**config.mk**
```make
export PLATFORM = sky130hd
export DESIGN_NAME = riscv_muldiv_unit_flat
export DESIGN_NICKNAME = d
export VERILOG_FILES = /design/src/rtl/riscv_muldiv_pkg.sv /design/src/rtl/riscv_muldiv_if.sv /design/src/rtl/riscv_muldiv_decode.sv /design/src/rtl/riscv_muldiv_unit.sv /design/src/flat_wrapper.sv
export SDC_FILE = /design/constraint.sdc
export NUM_CORES = 1
export LEC_CHECK = 0
export BUFFER_PORTS_ARGS = -buffer_cell sky130_fd_sc_hd__buf_2
export CAP_MARGIN = 5
export CORE_ASPECT_RATIO = 0.6
export CORE_MARGIN = 4
export CORE_UTILIZATION = 45
export DETAILED_ROUTE_END_ITERATION = 10
export GPL_TIMING_DRIVEN = 0
export SKIP_CTS_REPAIR_TIMING = 1
export SLEW_MARGIN = 20
export SYNTH_ARGS = -nofsm -noshare
export SYNTH_HDL_FRONTEND = slang
export SYNTH_SLANG_ARGS = --single-unit
```
**constraint.sdc**
```tcl
create_clock -name clk -period 6 [get_ports clk]
set_input_delay 1.2 -clock clk [delete_from_list [all_inputs] [get_ports clk]]
set_output_delay 1.2 -clock clk [all_outputs]
set_load 0.01 [all_outputs]
```
**src/rtl/riscv_muldiv_pkg.sv**
```systemverilog
// Shared types and constants for the iterative RV32M/RV64M multiply/divide unit.
package riscv_muldiv_pkg;

  // Operation encoding matches Funct3 of the OP-class M-extension instructions.
  typedef enum logic [2:0] {
    MUL    = 3'b000,
    MULH   = 3'b001,
    MULHSU = 3'b010,
    MULHU  = 3'b011,
    DIV    = 3'b100,
    DIVU   = 3'b101,
    REM    = 3'b110,
    REMU   = 3'b111
  } md_op_e;

  typedef enum logic [1:0] {
    IDLE = 2'b00,
    BUSY = 2'b01,
    DONE = 2'b10
  } md_state_e;

  localparam logic [6:0] MULDIV_FUNCT7 = 7'b0000001;

  // Map Funct3 onto the operation enum.
  function automatic md_op_e decode_md_op(input logic [2:0] funct3);
    md_op_e op;
    case (funct3)
      3'b000:  op = MUL;
      3'b001:  op = MULH;
      3'b010:  op = MULHSU;
      3'b011:  op = MULHU;
      3'b100:  op = DIV;
      3'b101:  op = DIVU;
      3'b110:  op = REM;
      default: op = REMU;
    endcase
    return op;
  endfunction

endpackage

```
**src/rtl/riscv_muldiv_if.sv**
```systemverilog
// Issue/result handshake bundle for riscv_muldiv_unit.
// master = EX-stage issuer/consumer, slave = the multiply/divide unit.
interface riscv_muldiv_if #(
  parameter int XLEN = 32
);
  logic            valid_i;
  logic            ready_o;
  logic [2:0]      funct3;
  logic [6:0]      funct7;
  logic [XLEN-1:0] op_a;
  logic [XLEN-1:0] op_b;
  logic            flush_i;
  logic            valid_o;
  logic            ready_i;
  logic [XLEN-1:0] result_o;
  logic            illegal_o;
  logic            busy_o;

  modport master (
    output valid_i, funct3, funct7, op_a, op_b, flush_i, ready_i,
    input  ready_o, valid_o, result_o, illegal_o, busy_o
  );

  modport slave (
    input  valid_i, funct3, funct7, op_a, op_b, flush_i, ready_i,
    output ready_o, valid_o, result_o, illegal_o, busy_o
  );

endinterface

```
**src/rtl/riscv_muldiv_decode.sv**
```systemverilog
// Combinational Funct3/Funct7 decode for the multiply/divide unit.
// want_high selects the upper half of the product register: MULH* high
// product bits, or the remainder for REM/REMU.
module riscv_muldiv_decode
  import riscv_muldiv_pkg::*;
(
  input  logic [2:0] funct3,
  input  logic [6:0] funct7,
  output md_op_e     op,
  output logic       a_signed,
  output logic       b_signed,
  output logic       is_div,
  output logic       want_high,
  output logic       illegal
);

  // Derive signedness and result-half selection from the operation.
  always_comb begin
    // NOTE: every output gets a default before the case so no path leaves it unassigned (no latch).
    op        = decode_md_op(funct3);
    illegal   = (funct7 != MULDIV_FUNCT7);
    a_signed  = 1'b0;
    b_signed  = 1'b0;
    is_div    = 1'b0;
    want_high = 1'b0;
    case (op)
      MUL:    ;
      MULH:   begin a_signed = 1'b1; b_signed = 1'b1; want_high = 1'b1; end
      MULHSU: begin a_signed = 1'b1; want_high = 1'b1; end
      MULHU:  want_high = 1'b1;
      DIV:    begin a_signed = 1'b1; b_signed = 1'b1; is_div = 1'b1; end
      DIVU:   is_div = 1'b1;
      REM:    begin a_signed = 1'b1; b_signed = 1'b1; is_div = 1'b1; want_high = 1'b1; end
      REMU:   begin is_div = 1'b1; want_high = 1'b1; end
      default: ;
    endcase
  end

endmodule

```
**src/rtl/riscv_muldiv_unit.sv**
```systemverilog
// Iterative RV32M/RV64M multiply/divide unit: shift-add multiply and
// restoring divide over XLEN cycles on absolute values, sign fixed up on
// entry to DONE. Optional macro MULDIV_EARLY_OUT_EN lets divide-by-zero,
// signed overflow and multiply-by-zero skip BUSY and finish in one cycle.
module riscv_muldiv_unit
  import riscv_muldiv_pkg::*;
#(
  parameter int XLEN = 32
) (
  input  logic              clk,
  input  logic              rst_n,
  riscv_muldiv_if.slave     io
);

  localparam int CNT_W = $clog2(XLEN) + 1;
  localparam logic [XLEN-1:0] XLEN_MIN = {1'b1, {(XLEN-1){1'b0}}};

  // Decoded view of the instruction currently on the issue port.
  md_op_e dec_op;
  logic   dec_a_signed, dec_b_signed, dec_is_div, dec_want_high, dec_illegal;

  riscv_muldiv_decode u_decode (
    .funct3    (io.funct3),
    .funct7    (io.funct7),
    .op        (dec_op),
    .a_signed  (dec_a_signed),
    .b_signed  (dec_b_signed),
    .is_div    (dec_is_div),
    .want_high (dec_want_high),
    .illegal   (dec_illegal)
  );

  md_state_e             state_q, state_d;
  logic [CNT_W-1:0]      cnt_q, cnt_d;
  logic [2*XLEN-1:0]     prod_q, prod_d;
  logic [XLEN-1:0]       divisor_q, divisor_d;
  md_op_e                op_q, op_d;
  logic                  neg_q, neg_d;
  logic [XLEN-1:0]       result_q, result_d;
  logic                  illegal_q, illegal_d;

  logic                  accept;
  logic                  a_neg, b_neg, div_by_zero;
  logic [XLEN-1:0]       a_abs, b_abs;
  logic                  early_hit;
  logic [XLEN-1:0]       early_res;

  assign accept = io.valid_i && io.ready_o;

  // Operand sign extraction and magnitudes taken at accept.
  always_comb begin
    a_neg       = dec_a_signed && io.op_a[XLEN-1];
    b_neg       = dec_b_signed && io.op_b[XLEN-1];
    a_abs       = a_neg ? (~io.op_a + 1'b1) : io.op_a;
    b_abs       = b_neg ? (~io.op_b + 1'b1) : io.op_b;
    div_by_zero = (io.op_b == '0);
  end

`ifdef MULDIV_EARLY_OUT_EN
  // Architecturally defined or trivially zero results resolved at accept.
  always_comb begin
    early_hit = 1'b0;
    early_res = '0;
    if (dec_is_div) begin
      if (div_by_zero) begin
        early_hit = 1'b1;
        early_res = dec_want_high ? io.op_a : '1;
      end else if (dec_a_signed && io.op_a == XLEN_MIN && io.op_b == '1) begin
        early_hit = 1'b1;
        early_res = dec_want_high ? '0 : io.op_a;
      end
    end else if (io.op_a == '0 || io.op_b == '0) begin
      early_hit = 1'b1;
      early_res = '0;
    end
  end
`else
  assign early_hit = 1'b0;
  assign early_res = '0;
`endif

  // One iteration of the shared datapath. Multiply: upper half accumulates,
  // multiplier bits shift out of the lower half. Divide: upper half holds the
  // partial remainder, lower half shifts dividend bits out and quotient bits in.
  logic              step_is_div;
  logic [XLEN:0]     mul_sum;
  logic [XLEN:0]     div_shift, div_diff;
  logic              div_borrow;
  logic [XLEN-1:0]   div_rem;
  logic [2*XLEN-1:0] step;

  always_comb begin
    step_is_div = op_q inside {DIV, DIVU, REM, REMU};
    mul_sum     = {1'b0, prod_q[2*XLEN-1:XLEN]} +
                  (prod_q[0] ? {1'b0, divisor_q} : '0);
    div_shift   = prod_q[2*XLEN-1:XLEN-1];
    div_diff    = div_shift - {1'b0, divisor_q};
    div_borrow  = div_diff[XLEN];
    div_rem     = div_borrow ? div_shift[XLEN-1:0] : div_diff[XLEN-1:0];
    step        = step_is_div ? {div_rem, prod_q[XLEN-2:0], ~div_borrow}
                              : {mul_sum, prod_q[XLEN-1:1]};
  end

  // Final result selection and conditional negation from the last iteration.
  logic [2*XLEN-1:0] mul_full;
  logic [XLEN-1:0]   div_sel;
  logic [XLEN-1:0]   fin;

  always_comb begin
    mul_full = neg_q ? (~step + 1'b1) : step;
    div_sel  = (op_q inside {REM, REMU}) ? step[2*XLEN-1:XLEN] : step[XLEN-1:0];
    case (op_q)
      MUL:                 fin = mul_full[XLEN-1:0];
      MULH, MULHSU, MULHU: fin = mul_full[2*XLEN-1:XLEN];
      default:             fin = neg_q ? (~div_sel + 1'b1) : div_sel;
    endcase
  end

  // FSM state register.
  always_ff @(posedge clk or negedge rst_n) begin
    // NOTE: sequential state is updated with <= so every flop samples pre-edge values.
    if (!rst_n) state_q <= IDLE;
    else        state_q <= state_d;
  end

  // FSM next-state logic; flush overrides every transition.
  always_comb begin
    state_d = state_q;
    case (state_q)
      IDLE: if (accept) state_d = (dec_illegal || early_hit) ? DONE : BUSY;
      BUSY: if (cnt_q == CNT_W'(1)) state_d = DONE;
      DONE: if (io.ready_i) state_d = IDLE;
      default: state_d = IDLE;
    endcase
    if (io.flush_i) state_d = IDLE;
  end

  // FSM outputs.
  always_comb begin
    io.ready_o   = (state_q == IDLE) && !io.flush_i;
    io.valid_o   = (state_q == DONE);
    io.busy_o    = (state_q != IDLE);
    io.result_o  = result_q;
    io.illegal_o = illegal_q;
  end

  // Datapath next-state: latch operands on accept, iterate in BUSY,
  // capture the signed-corrected result on the last iteration.
  always_comb begin
    cnt_d     = cnt_q;
    prod_d    = prod_q;
    divisor_d = divisor_q;
    op_d      = op_q;
    neg_d     = neg_q;
    result_d  = result_q;
    illegal_d = illegal_q;
    case (state_q)
      IDLE: begin
        if (accept) begin
          op_d      = dec_op;
          illegal_d = dec_illegal;
          prod_d    = {{XLEN{1'b0}}, a_abs};
          divisor_d = b_abs;
          // Remainder follows the dividend; a zero divisor keeps the
          // all-ones quotient unnegated.
          if (dec_is_div)
            neg_d = dec_want_high ? a_neg : ((a_neg ^ b_neg) && !div_by_zero);
          else
            neg_d = a_neg ^ b_neg;
          if (dec_illegal) begin
            result_d = '0;
          end else if (early_hit) begin
            result_d = early_res;
          end else begin
            cnt_d = CNT_W'(XLEN);
          end
        end
      end
      BUSY: begin
        prod_d = step;
        cnt_d  = cnt_q - 1'b1;
        if (cnt_q == CNT_W'(1)) result_d = fin;
      end
      default: ;
    endcase
    if (io.flush_i) cnt_d = '0;
  end

  // Datapath registers.
  always_ff @(posedge clk or negedge rst_n) begin
    if (!rst_n) begin
      cnt_q     <= '0;
      prod_q    <= '0;
      divisor_q <= '0;
      op_q      <= MUL;
      neg_q     <= 1'b0;
      result_q  <= '0;
      illegal_q <= 1'b0;
    end else begin
      cnt_q     <= cnt_d;
      prod_q    <= prod_d;
      divisor_q <= divisor_d;
      op_q      <= op_d;
      neg_q     <= neg_d;
      result_q  <= result_d;
      illegal_q <= illegal_d;
    end
  end

endmodule
```
**src/flat_wrapper.sv**
```systemverilog
// flat-port wrapper written by rule: the top's interface ports become plain ports
module riscv_muldiv_unit_flat import riscv_muldiv_pkg::*;
#(
  parameter int XLEN = 32
)
  (clk, rst_n, io_valid_i, io_funct3, io_funct7, io_op_a, io_op_b, io_flush_i, io_ready_i, io_ready_o, io_valid_o, io_result_o, io_illegal_o, io_busy_o);
  riscv_muldiv_if #(.XLEN(XLEN)) io_i ();
  input  logic clk;
  input  logic rst_n;
  input wire logic [$bits(io_i.valid_i)-1:0] io_valid_i;
  input wire logic [$bits(io_i.funct3)-1:0] io_funct3;
  input wire logic [$bits(io_i.funct7)-1:0] io_funct7;
  input wire logic [$bits(io_i.op_a)-1:0] io_op_a;
  input wire logic [$bits(io_i.op_b)-1:0] io_op_b;
  input wire logic [$bits(io_i.flush_i)-1:0] io_flush_i;
  input wire logic [$bits(io_i.ready_i)-1:0] io_ready_i;
  output wire logic [$bits(io_i.ready_o)-1:0] io_ready_o;
  output wire logic [$bits(io_i.valid_o)-1:0] io_valid_o;
  output wire logic [$bits(io_i.result_o)-1:0] io_result_o;
  output wire logic [$bits(io_i.illegal_o)-1:0] io_illegal_o;
  output wire logic [$bits(io_i.busy_o)-1:0] io_busy_o;
  assign io_i.valid_i = io_valid_i;
  assign io_i.funct3 = io_funct3;
  assign io_i.funct7 = io_funct7;
  assign io_i.op_a = io_op_a;
  assign io_i.op_b = io_op_b;
  assign io_i.flush_i = io_flush_i;
  assign io_i.ready_i = io_ready_i;
  assign io_ready_o = io_i.ready_o;
  assign io_valid_o = io_i.valid_o;
  assign io_result_o = io_i.result_o;
  assign io_illegal_o = io_i.illegal_o;
  assign io_busy_o = io_i.busy_o;
  riscv_muldiv_unit #(.XLEN(XLEN)) u_core (.clk(clk), .rst_n(rst_n), .io(io_i));
endmodule
```
Word level (Yosys, flattened, before mapping)
Cells that the tools add are included.
{"block": "classes", "add_sub_neg": 7, "n_eq_ne": 31, "mux": 32, "bitwise_logic": 6, "reduce_logical": 26}
{"cell": "$mux W32", "n": 9}
{"cell": "$mux W64", "n": 3}
{"cell": "$pmux W32 S2", "n": 2}
{"cell": "$pmux W64 S2", "n": 1}
{"cell": "$add A32 B1 Y32 const B", "n": 3}
{"cell": "$not A32 Y32", "n": 3}
{"cell": "$add A64 B1 Y64 const B", "n": 1}
{"cell": "$not A64 Y64", "n": 1}
{"cell": "$add A32 B33 Y33", "n": 1}
{"cell": "$eq A3 B3 Y1 const B", "n": 11}
{"cell": "$sub A33 B32 Y33", "n": 1}
{"cell": "$logic_not A32 Y1", "n": 1}
{"cell": "$pmux W3 S7", "n": 1}
{"cell": "$eq A3 B2 Y1 const B", "n": 6}
{"cell": "$mux W6", "n": 3}
{"cell": "$pmux W6 S2", "n": 1}
{"cell": "$mux W2", "n": 5}
{"cell": "$eq A3 B1 Y1 const B", "n": 3}
{"cell": "$reduce_or A4 Y1", "n": 2}
{"cell": "$ne A7 B1 Y1 const B", "n": 1}
{"cell": "$eq A6 B1 Y1 const B", "n": 1}
{"cell": "$logic_not A3 Y1", "n": 2}
{"cell": "$mux W1", "n": 6}
{"cell": "$ne A2 B1 Y1 const B", "n": 3}
{"cell": "other kinds (19)", "n": 31}
{"block": "totals", "regBits": 141, "in_bits": 79, "out_inout_bits": 36, "wordCells": 110}

Depth between registers and ports, before layout
Gate-level depths: netlist of run 1.
{"block": "logic_depth", "depth_word": 10, "ltp_mapped": 27}

Cells and area by module
From an unflattened synthesis of run 1, not the netlist that was laid out.
{"block": "unflattened", "cells_unflattened": 2115, "hier_area_um2": 15875.2}
{"module": "riscv_muldiv_unit", "n_inst": 1, "cells_per_inst": 2103, "area_each_um2": 15797.7}
{"module": "riscv_muldiv_decode", "n_inst": 1, "cells_per_inst": 12, "area_each_um2": 77.6}

Worst setup path after synthesis of run 1
Ideal clock, no wire load.
{"block": "synth_path", "path_type": "register -> register", "startpoint": "register u_core.prod_q[31]", "endpoint": "register u_core.result_q[22] (netlist: u_core.io.result_o[22])", "arrival_time_ns": 5.458, "required_ns": 5.882, "setup_slack_ns": 0.424, "path_stages_with_launch": 28, "n_path_buf": 3, "period_less_slack_ns": 5.576, "path_cell_list": "dfrtp_1 inv_1 ha_1 inv_1 fa_1 a211oi_2 o211ai_2 a21o_4 o211a_4 nor3_4 nor2_2 buf_6 buf_2 a21oi_1 ha_1 nand2_1 or3_1 or3_1 clkbuf_1 nor2_1 nand2_1 nor4_1 and4_1 nand3_2 o41ai_2 xor2_1 a221oi_1 a21o_1"}
{"block": "synth_via", "elab_chain_len": 10}
{"element": "start, declared", "line_no": "riscv_muldiv_unit.sv:35", "text": "logic [2*XLEN-1:0] prod_q, prod_d;"}
{"element": "start signal, assigned", "line_no": "riscv_muldiv_unit.sv:201", "text": "prod_q <= prod_d;"}
{"element": "$sub A33 B32 Y33", "line_no": "riscv_muldiv_unit.sv:97", "text": "div_diff = div_shift - {1'b0, divisor_q};"}
{"element": "$mux W32 / $not A1 Y1 (equally long branches)", "line_no": "riscv_muldiv_unit.sv:99, riscv_muldiv_unit.sv:100"}
{"element": "$mux W64 *", "line_no": "riscv_muldiv_unit.sv:100", "text": "step = step_is_div ? {div_rem, prod_q[XLEN-2:0], ~div_borrow}"}
{"element": "$mux W32", "line_no": "riscv_muldiv_unit.sv:111", "text": "div_sel = (op_q inside {REM, REMU}) ? step[2*XLEN-1:XLEN] : step[XLEN-1:0];"}
{"element": "$not A32 Y32", "line_no": "riscv_muldiv_unit.sv:115", "text": "default: fin = neg_q ? (~div_sel + 1'b1) : div_sel;"}
{"element": "$add A32 B1 Y32", "line_no": "riscv_muldiv_unit.sv:115"}
{"element": "$mux W32", "line_no": "riscv_muldiv_unit.sv:115"}
{"element": "$pmux W32 S2 *", "line_no": "riscv_muldiv_unit.sv:112", "text": "case (op_q)"}
{"element": "$mux W32 *", "line_no": "riscv_muldiv_unit.sv:182", "text": "if (cnt_q == CNT_W'(1)) result_d = fin;"}
{"element": "$pmux W32 S2 *", "line_no": "riscv_muldiv_unit.sv:157", "text": "case (state_q)"}
{"element": "end signal, assigned", "line_no": "riscv_muldiv_unit.sv:205", "text": "result_q <= result_d;"}
{"element": "end, declared", "line_no": "riscv_muldiv_unit.sv:39", "text": "logic [XLEN-1:0] result_q, result_d;"}
Every way passes the cells marked *; elsewhere a longest branch is shown, timed or not. The select of a mux whose other input is x is not followed.
A chain may end at the register's enable or synchronous reset.

Final worst setup path of run 1
{"block": "layout_path", "startpoint": "register u_core.prod_q[38]", "endpoint": "register u_core.result_q[22] (netlist: u_core.io.result_o[22])"}
The elaborated chain is that of the path after synthesis.

==> reports/qor.log, run 1 <==
qor: floorplanning.initial_utilization 0.4601
qor: global_route.antenna_found_initial 1
qor: placed_design.placed_instance_count 2,692
qor: cells_and_area.synthToLayoutAreaGrowth 14.86%
qor: hold_path.hp-class reg2reg
qor: yosys.ranking_of_synthesized_cells_by_area dfrtp_1, nand2_1, o21ai_0
qor: timing.clock_skew 10.54 ps
qor: global_route.grt_util_all_layers 0.3965
qor: clocking.root_buffer_selected_by_cts clkbuf_16
qor: yosys.count_of_state_elements_after_synthesis 141
qor: global_route.first_global_vias 16,918
qor: yosys.synth_sequential_area_ratio 0.2174
qor: setup_path.critical_path_arrival 6470 ps
qor: floorplanning.core-area 35,280 µm²
qor: yosys.mappedNetlistNets 2,260
qor: setup_path.ff2ff_path_depth 24
qor: yosys.synth_enable_flop_cells 0
qor: pwr.post_layout_total_power 5.318 mW
qor: cells_and_area.stdcell_count 2,757
qor: routing.post_drt_wl_per_cell 29.30 µm
qor: timing.final_hold_viol_count 0
qor: timing.min_period_over_period 1.018
qor: cells_and_area.finish.utilization 0.5284
qor: clocking.clock_tree.buffer_depth 2
qor: timing.fmaxAchievable 0.1637 GHz
qor: clocking.num_cts_buffers 17
qor: yosys.synth_cells 2,109
qor: cells_and_area.nNetsFinal 2,427
qor: routing.drt-pass1-iter-count 8
qor: global_route.grt_max_degree 90
qor: yosys.post-synth-top-count-cell nand2_1
qor: yosys.avgSynthCellArea 7.696 µm²
qor: setup_path.timing.critical_path.from_type flop
qor: routing.detail_route.iter0.violations 3,071
qor: clocking.worst_setup_hold_path_clk_slew 70 ps
qor: placed_design.placed_area 17,440 µm²
qor: pwr.pwr_density_cell 285.2 nW/µm²
qor: clocking.clkSinkCount 141
qor: floorplanning.io_pins 115
qor: yosys.most_instantiated_flip_flop_cell_in_the_synthesis_netlist dfrtp_1
qor: setup_path.required 6360 ps
qor: setup_path.max_fanout_on_critical_path 8
qor: yosys.synth_commonest_cells nand2_1, o21ai_0, dfrtp_1
qor: routing.number_of_vias_per_cell_after_detailed_routing 6.783
qor: pwr.irDropWorstVdd 204.5 µV
qor: timing.final_critical_path_setup_slack -109.6 ps
qor: yosys.portion_of_synthesized_cell_area_occupied_by_the_leading_cell_type 0.2174
qor: timing.rsz0062_at_grt true
qor: yosys.yosysWarnings 0
qor: clocking.insertion_delay 460 ps
qor: floorplanning.die_area 39,270 µm²
qor: run_status.failing_checks setup timing
qor: routing.route.final.wire_length 80,790 µm
qor: placed_design.placement.setup.worst_slack -1677 ps
qor: floorplanning.die_w 253.2 µm
qor: yosys.post_synth_num_cell_types 108
qor: setup_path.critPathKind reg2reg
qor: hold_path.min_path_cells 1
qor: yosys.netlist.top_cell.by_area dfrtp_1
qor: global_route.grt_pass1_wl 114,800 µm
qor: timing.worstMarginPinSlew 1257 ps
qor: timing.worst_slew_margin_rel 0.1382
qor: setup_path.end_kind flop
qor: floorplanning.number_of_placement_rows 53
qor: routing.detailroute.via_count 18,702
qor: run_status.status complete, but fails checks
qor: timing.post-route-min-period 6110 ps
qor: cells_and_area.fraction_of_layout_cells_with_a_size_suffix_above_1 0.1485
qor: yosys.synthArstFlopShare 1.000
qor: floorplanning.fp.dieH 155.1 µm
qor: placed_design.placement.io_buffers 114
qor: clocking.cts_tree built
qor: placed_design.gp_congestion 1.070
qor: timing.final-setup-viol-count 8
qor: clocking.cts_max_level 4
qor: pwr.leakagePower 8.030 nW
qor: job.max_cap_violations 0
qor: timing.final-max-slew-violation-count 0
qor: routing.postRouteAntennaNets 0
qor: placed_design.hpwl 65,380 µm
qor: global_route.grt_remaining_overflow 0
qor: yosys.synthesis.area 16,230 µm²
qor: routing.drc 0
qor: cells_and_area.final_area 18,640 µm²
-- power by group --
part	switching (mW)	total (mW)	internal, mW
registers	0.141	1.19	1.05
clock network	0.510	1.18	0.672
logic	2.05	2.94	0.894
-- registers in the layout (all words and copies together) (netlist names) --
signal / count
u_core.neg_q: 1
u_core.io.result_o: 32
u_core.cnt_q: 6
u_core.prod_q: 64
u_core.state_q: 2
u_core.divisor_q: 32
u_core.op_q: 3
u_core.io.illegal_o: 1
-- per-stage QoR --
stage / hold WS [ps] / setup TNS, ps
after floorplan: 463.9 / 0
after global placement: 452.6 / -21170
after detailed placement: 455.2 / -20080
after CTS: 478.7 / -20650
after global routing: 500.2 / -1013
final: 474.9 / -398.2
-- per-layer routing --
metal	vias up	part of all wire	GRT usage
met5	-	0.00035	0
met4	4	0.024	0.09053
met3	160	0.16	0.1788
met2	1357	0.37	0.5035
met1	9035	0.44	0.5998
li1	8146	-	-
-- cell families after synthesis --
logic type	count (synthesis)	share of synthesized area
buffers and inverters	202	0.05273
xor gates and xnor gates	183	0.09875
adders and majority gates	72	0.05643
muxes	62	0.03901
DFF	141	0.2174
AOI/OAI and AO/OA	714	0.3097
and+or+nand+nor	735	0.2260
-- placed cells by master, fill, tap and decap left out, types with 22 or more instances in the layout --
cell type / instances
nand2_1: 263
o21ai_0: 176
dfrtp_1: 139
nor2_1: 137
buf_2: 134
a21oi_1: 124
xnor2_1: 95
xor2_1: 85
clkbuf_1: 76
inv_1: 71
ha_1: 68
nor3_1: 61
mux2i_1: 54
and2_1: 47
buf_4: 45
a21o_1: 45
nand3_1: 40
o31ai_1: 33
a22o_1: 27
o221ai_1: 27
a31oi_1: 22
-- worst max-delay path, cell delays in order, from the launching register on --
cell       delay (ps)
dfrtp_1           510
ha_1              450
nand2_2           140
a2111oi_4         520
a21o_4            230
o211ai_4          160
buf_4             210
a21oi_4           240
nor2_4             80
buf_8             160
buf_12            150
a21oi_4           190
ha_4              190
nand2_2            40
or3_4             340
or3_4             380
nor2_4            170
nand2_4           100
nor4_4            230
and4_4            340
nand3_4           210
o41ai_4           300
xor2_1            320
a221oi_2          100
a21o_1            200
-- final timing paths --
path	slack, ps	to	start
max	-110	u_core.io.result_o[22]	u_core.prod_q[38]
min	470	u_core.io.result_o[8]	u_core.io.result_o[8]
max reg2reg	-110	u_core.io.result_o[22]	u_core.prod_q[38]
min reg2reg	470	u_core.io.result_o[8]	u_core.io.result_o[8]
max in group asynchronous	4440	u_core.prod_q[14]	rst_n
min in group asynchronous	770	u_core.divisor_q[28]	rst_n
-- layout make-up --
cell class	instances	area, µm²
clock buffer	18	439.2
timing repair buffer	151	875.8
buffer	126	599.3
clock inverter	14	180.2
inverter	73	274.0
sequential	141	3531
fill	3410	16640
multi-input combinational	1766	12160
antenna	1	2.502
tap	467	584.3
Note: power is estimated with default switching activity, not from simulation.
==> run 2, diff against run 1 <==
--- a/config.mk
+++ b/config.mk
@@ -15,2 +15,3 @@
 export SKIP_CTS_REPAIR_TIMING = 1
+export SKIP_LAST_GASP = 1
 export SLEW_MARGIN = 20
==> constraint.sdc (replaced) <==
create_clock -name clk -period 6 [get_ports clk]
set_input_delay 0.6 -clock clk [delete_from_list [all_inputs] [get_ports clk]]
set_output_delay 0.6 -clock clk [all_outputs]
set_load 0.01 [all_outputs]
==> run 2 against run 1 <==
The run still ends with setup timing left. Utilization hardly changed. Sequential power hardly changed. Non-clock buffer count unchanged. Critical path type unchanged. Critical endpoint unchanged.
==> reports/qor.log, run 2 (synthesized netlist as in run 1, its figures left out) <==
qor: run_status.status complete, but fails checks
qor: run_status.failing_checks setup timing
qor: clocking.clock_tree.buffer_depth 2
qor: pwr.pwr_density_cell 285.3 nW/µm²
qor: floorplanning.initial_utilization 0.4601
qor: placed_design.placed_area 17,440 µm²
qor: cells_and_area.max_flop_register u_core.prod_q
qor: cells_and_area.fraction_of_layout_cells_with_a_size_suffix_above_1 0.1485
qor: clocking.clkSinkCount 141
qor: hold_path.hp-class in2async
qor: routing.post_drt_wl_per_cell 29.28 µm
qor: setup_path.critical_path_origin u_core.prod_q[38]
qor: global_route.antenna_found_initial 1
qor: clocking.insertion_delay 460 ps
qor: routing.drc 0
qor: timing.final-max-slew-violation-count 0
qor: cells_and_area.finish.utilization 0.5286
qor: placed_design.hpwl 65,380 µm
qor: cells_and_area.largest_register_ffs 64
qor: cells_and_area.nNetsFinal 2,427
qor: timing.final-setup-viol-count 6
qor: clocking.cts_tree built
qor: global_route.grt_pass1_wl 114,800 µm
qor: clocking.root_buffer_selected_by_cts clkbuf_16
qor: timing.clock_skew 10.87 ps
qor: timing.final_critical_path_setup_slack -108.6 ps
qor: setup_path.timing.rr.end u_core.io.result_o[22]
qor: global_route.grt_max_degree 90
qor: setup_path.ff2ff_setup_slack -110 ps
qor: setup_path.end_kind flop
qor: timing.min_period_over_period 1.018
qor: placed_design.placement.setup.worst_slack -1677 ps
qor: floorplanning.die_w 253.2 µm
qor: floorplanning.fp.dieH 155.1 µm
qor: cells_and_area.synthToLayoutAreaGrowth 14.89%
qor: cells_and_area.most-common-layout-cells nand2_1, o21ai_0, dfrtp_1, nor2_1, buf_2
qor: clocking.cts_max_level 4
qor: pwr.leakagePower 8.030 nW
qor: routing.route.final.wire_length 80,790 µm
qor: timing.timing.setup.tns -354.8 ps
qor: cells_and_area.most_frequent_standard_cell_in_the_layout_excluding_fill_and_tap_cells nand2_1
qor: placed_design.placement.io_buffers 114
qor: timing.fmaxAchievable 0.1637 GHz
qor: placed_design.gp_congestion 1.070
qor: cells_and_area.n_fill_cell 3,411
qor: floorplanning.number_of_placement_rows 53
qor: setup_path.timing.critical_path.to u_core.io.result_o[22]
qor: floorplanning.io_pins 115
qor: floorplanning.core-area 35,280 µm²
qor: global_route.grt_util_all_layers 0.3965
qor: clocking.worst_setup_hold_path_clk_slew 70 ps
qor: pwr.post_layout_total_power 5.321 mW
qor: global_route.first_global_vias 16,918
qor: setup_path.timing.critical_path.from_type flop
qor: timing.final_hold_viol_count 0
qor: setup_path.max_fanout_on_critical_path 8
qor: routing.number_of_vias_per_cell_after_detailed_routing 6.803
qor: timing.worst_slew_margin_rel 0.1262
qor: setup_path.required 6360 ps
qor: clocking.num_cts_buffers 17
qor: pwr.irDropWorstVdd 205.1 µV
qor: cells_and_area.final_area 18,650 µm²
qor: timing.rsz0062_at_grt true
qor: routing.postRouteAntennaNets 0
qor: routing.detailroute.via_count 18,770
qor: job.max_cap_violations 0
qor: setup_path.ff2ff_path_depth 24
qor: timing.worstMarginPinSlew 1274 ps
qor: setup_path.critical_path_arrival 6460 ps
qor: floorplanning.die_area 39,270 µm²
qor: setup_path.critPathKind reg2reg
qor: timing.post-route-min-period 6109 ps
qor: routing.drt-pass1-iter-count 6
qor: routing.detail_route.iter0.violations 2,992
qor: setup_path.worst_r2r_startpoint u_core.prod_q[38]
qor: global_route.grt_remaining_overflow 0
## run 2: cell type report
class / count / area [µm²] / share of cell area
well taps: 467 / 584.3 / 0.03133
clock buffers: 18 / 439.2 / 0.02355
repair buffers: 151 / 875.8 / 0.04697
multi-input cells: 1766 / 12160 / 0.6519
diodes: 3 / 7.507 / 0.0004026
clock inverters: 14 / 180.2 / 0.009662
plain buffers: 126 / 599.3 / 0.03214
inverters: 73 / 274.0 / 0.01469
flip-flops and latches: 141 / 3531 / 0.1893
## run 2: where the power goes
part / switching, mW / internal [mW] / total [mW]
combinational: 2.05 / 0.894 / 2.94
sequential: 0.143 / 1.05 / 1.19
clock: 0.511 / 0.672 / 1.18
total: 2.70 / 2.62 / 5.32
## run 2: worst min path at each step
stage	startpoint	end	slack (ps)	depth (start not counted)
after floorplan	rst_n	u_core.cnt_q[0]	300	0
after global placement	u_core.io.result_o[26]	u_core.io.result_o[26]	450	2
after detailed placement	u_core.io.result_o[26]	u_core.io.result_o[26]	460	2
after CTS	rst_n	u_core.divisor_q[30]	190	1
after global routing	rst_n	u_core.divisor_q[28]	240	1
final	rst_n	u_core.divisor_q[28]	160	1
## run 2: metrics by stage
stage	cells	hold slack (ps)
after global routing	2756	235.6
after floorplan	2109	304.4
after CTS	2724	191.8
after global placement	2690	452.6
final	2759	155.5
after detailed placement	2692	455.2
## run 2: routing by layer
layer	up-vias	GRT usage	routed length, µm
li1	8157	-	-
met1	9122	0.5998	36070
met2	1348	0.5035	29800
met3	143	0.1788	12910
met4	0	0.09053	2009
met5	-	0	0
## run 2: worst max-delay path, cell delays in order, from the launching register on
cell and delay (ps):
dfrtp_1 500, ha_1 450, nand2_2 140, a2111oi_4 500
a21o_4 230, o211ai_4 170, buf_4 220, a21oi_4 240
nor2_4 90, buf_8 160, buf_12 150, a21oi_4 200
ha_4 200, nand2_2 40, or3_4 340, or3_4 390
nor2_4 160, nand2_4 110, nor4_4 230, and4_4 340
nand3_4 200, o41ai_4 290, xor2_1 320, a221oi_2 100
a21o_1 200
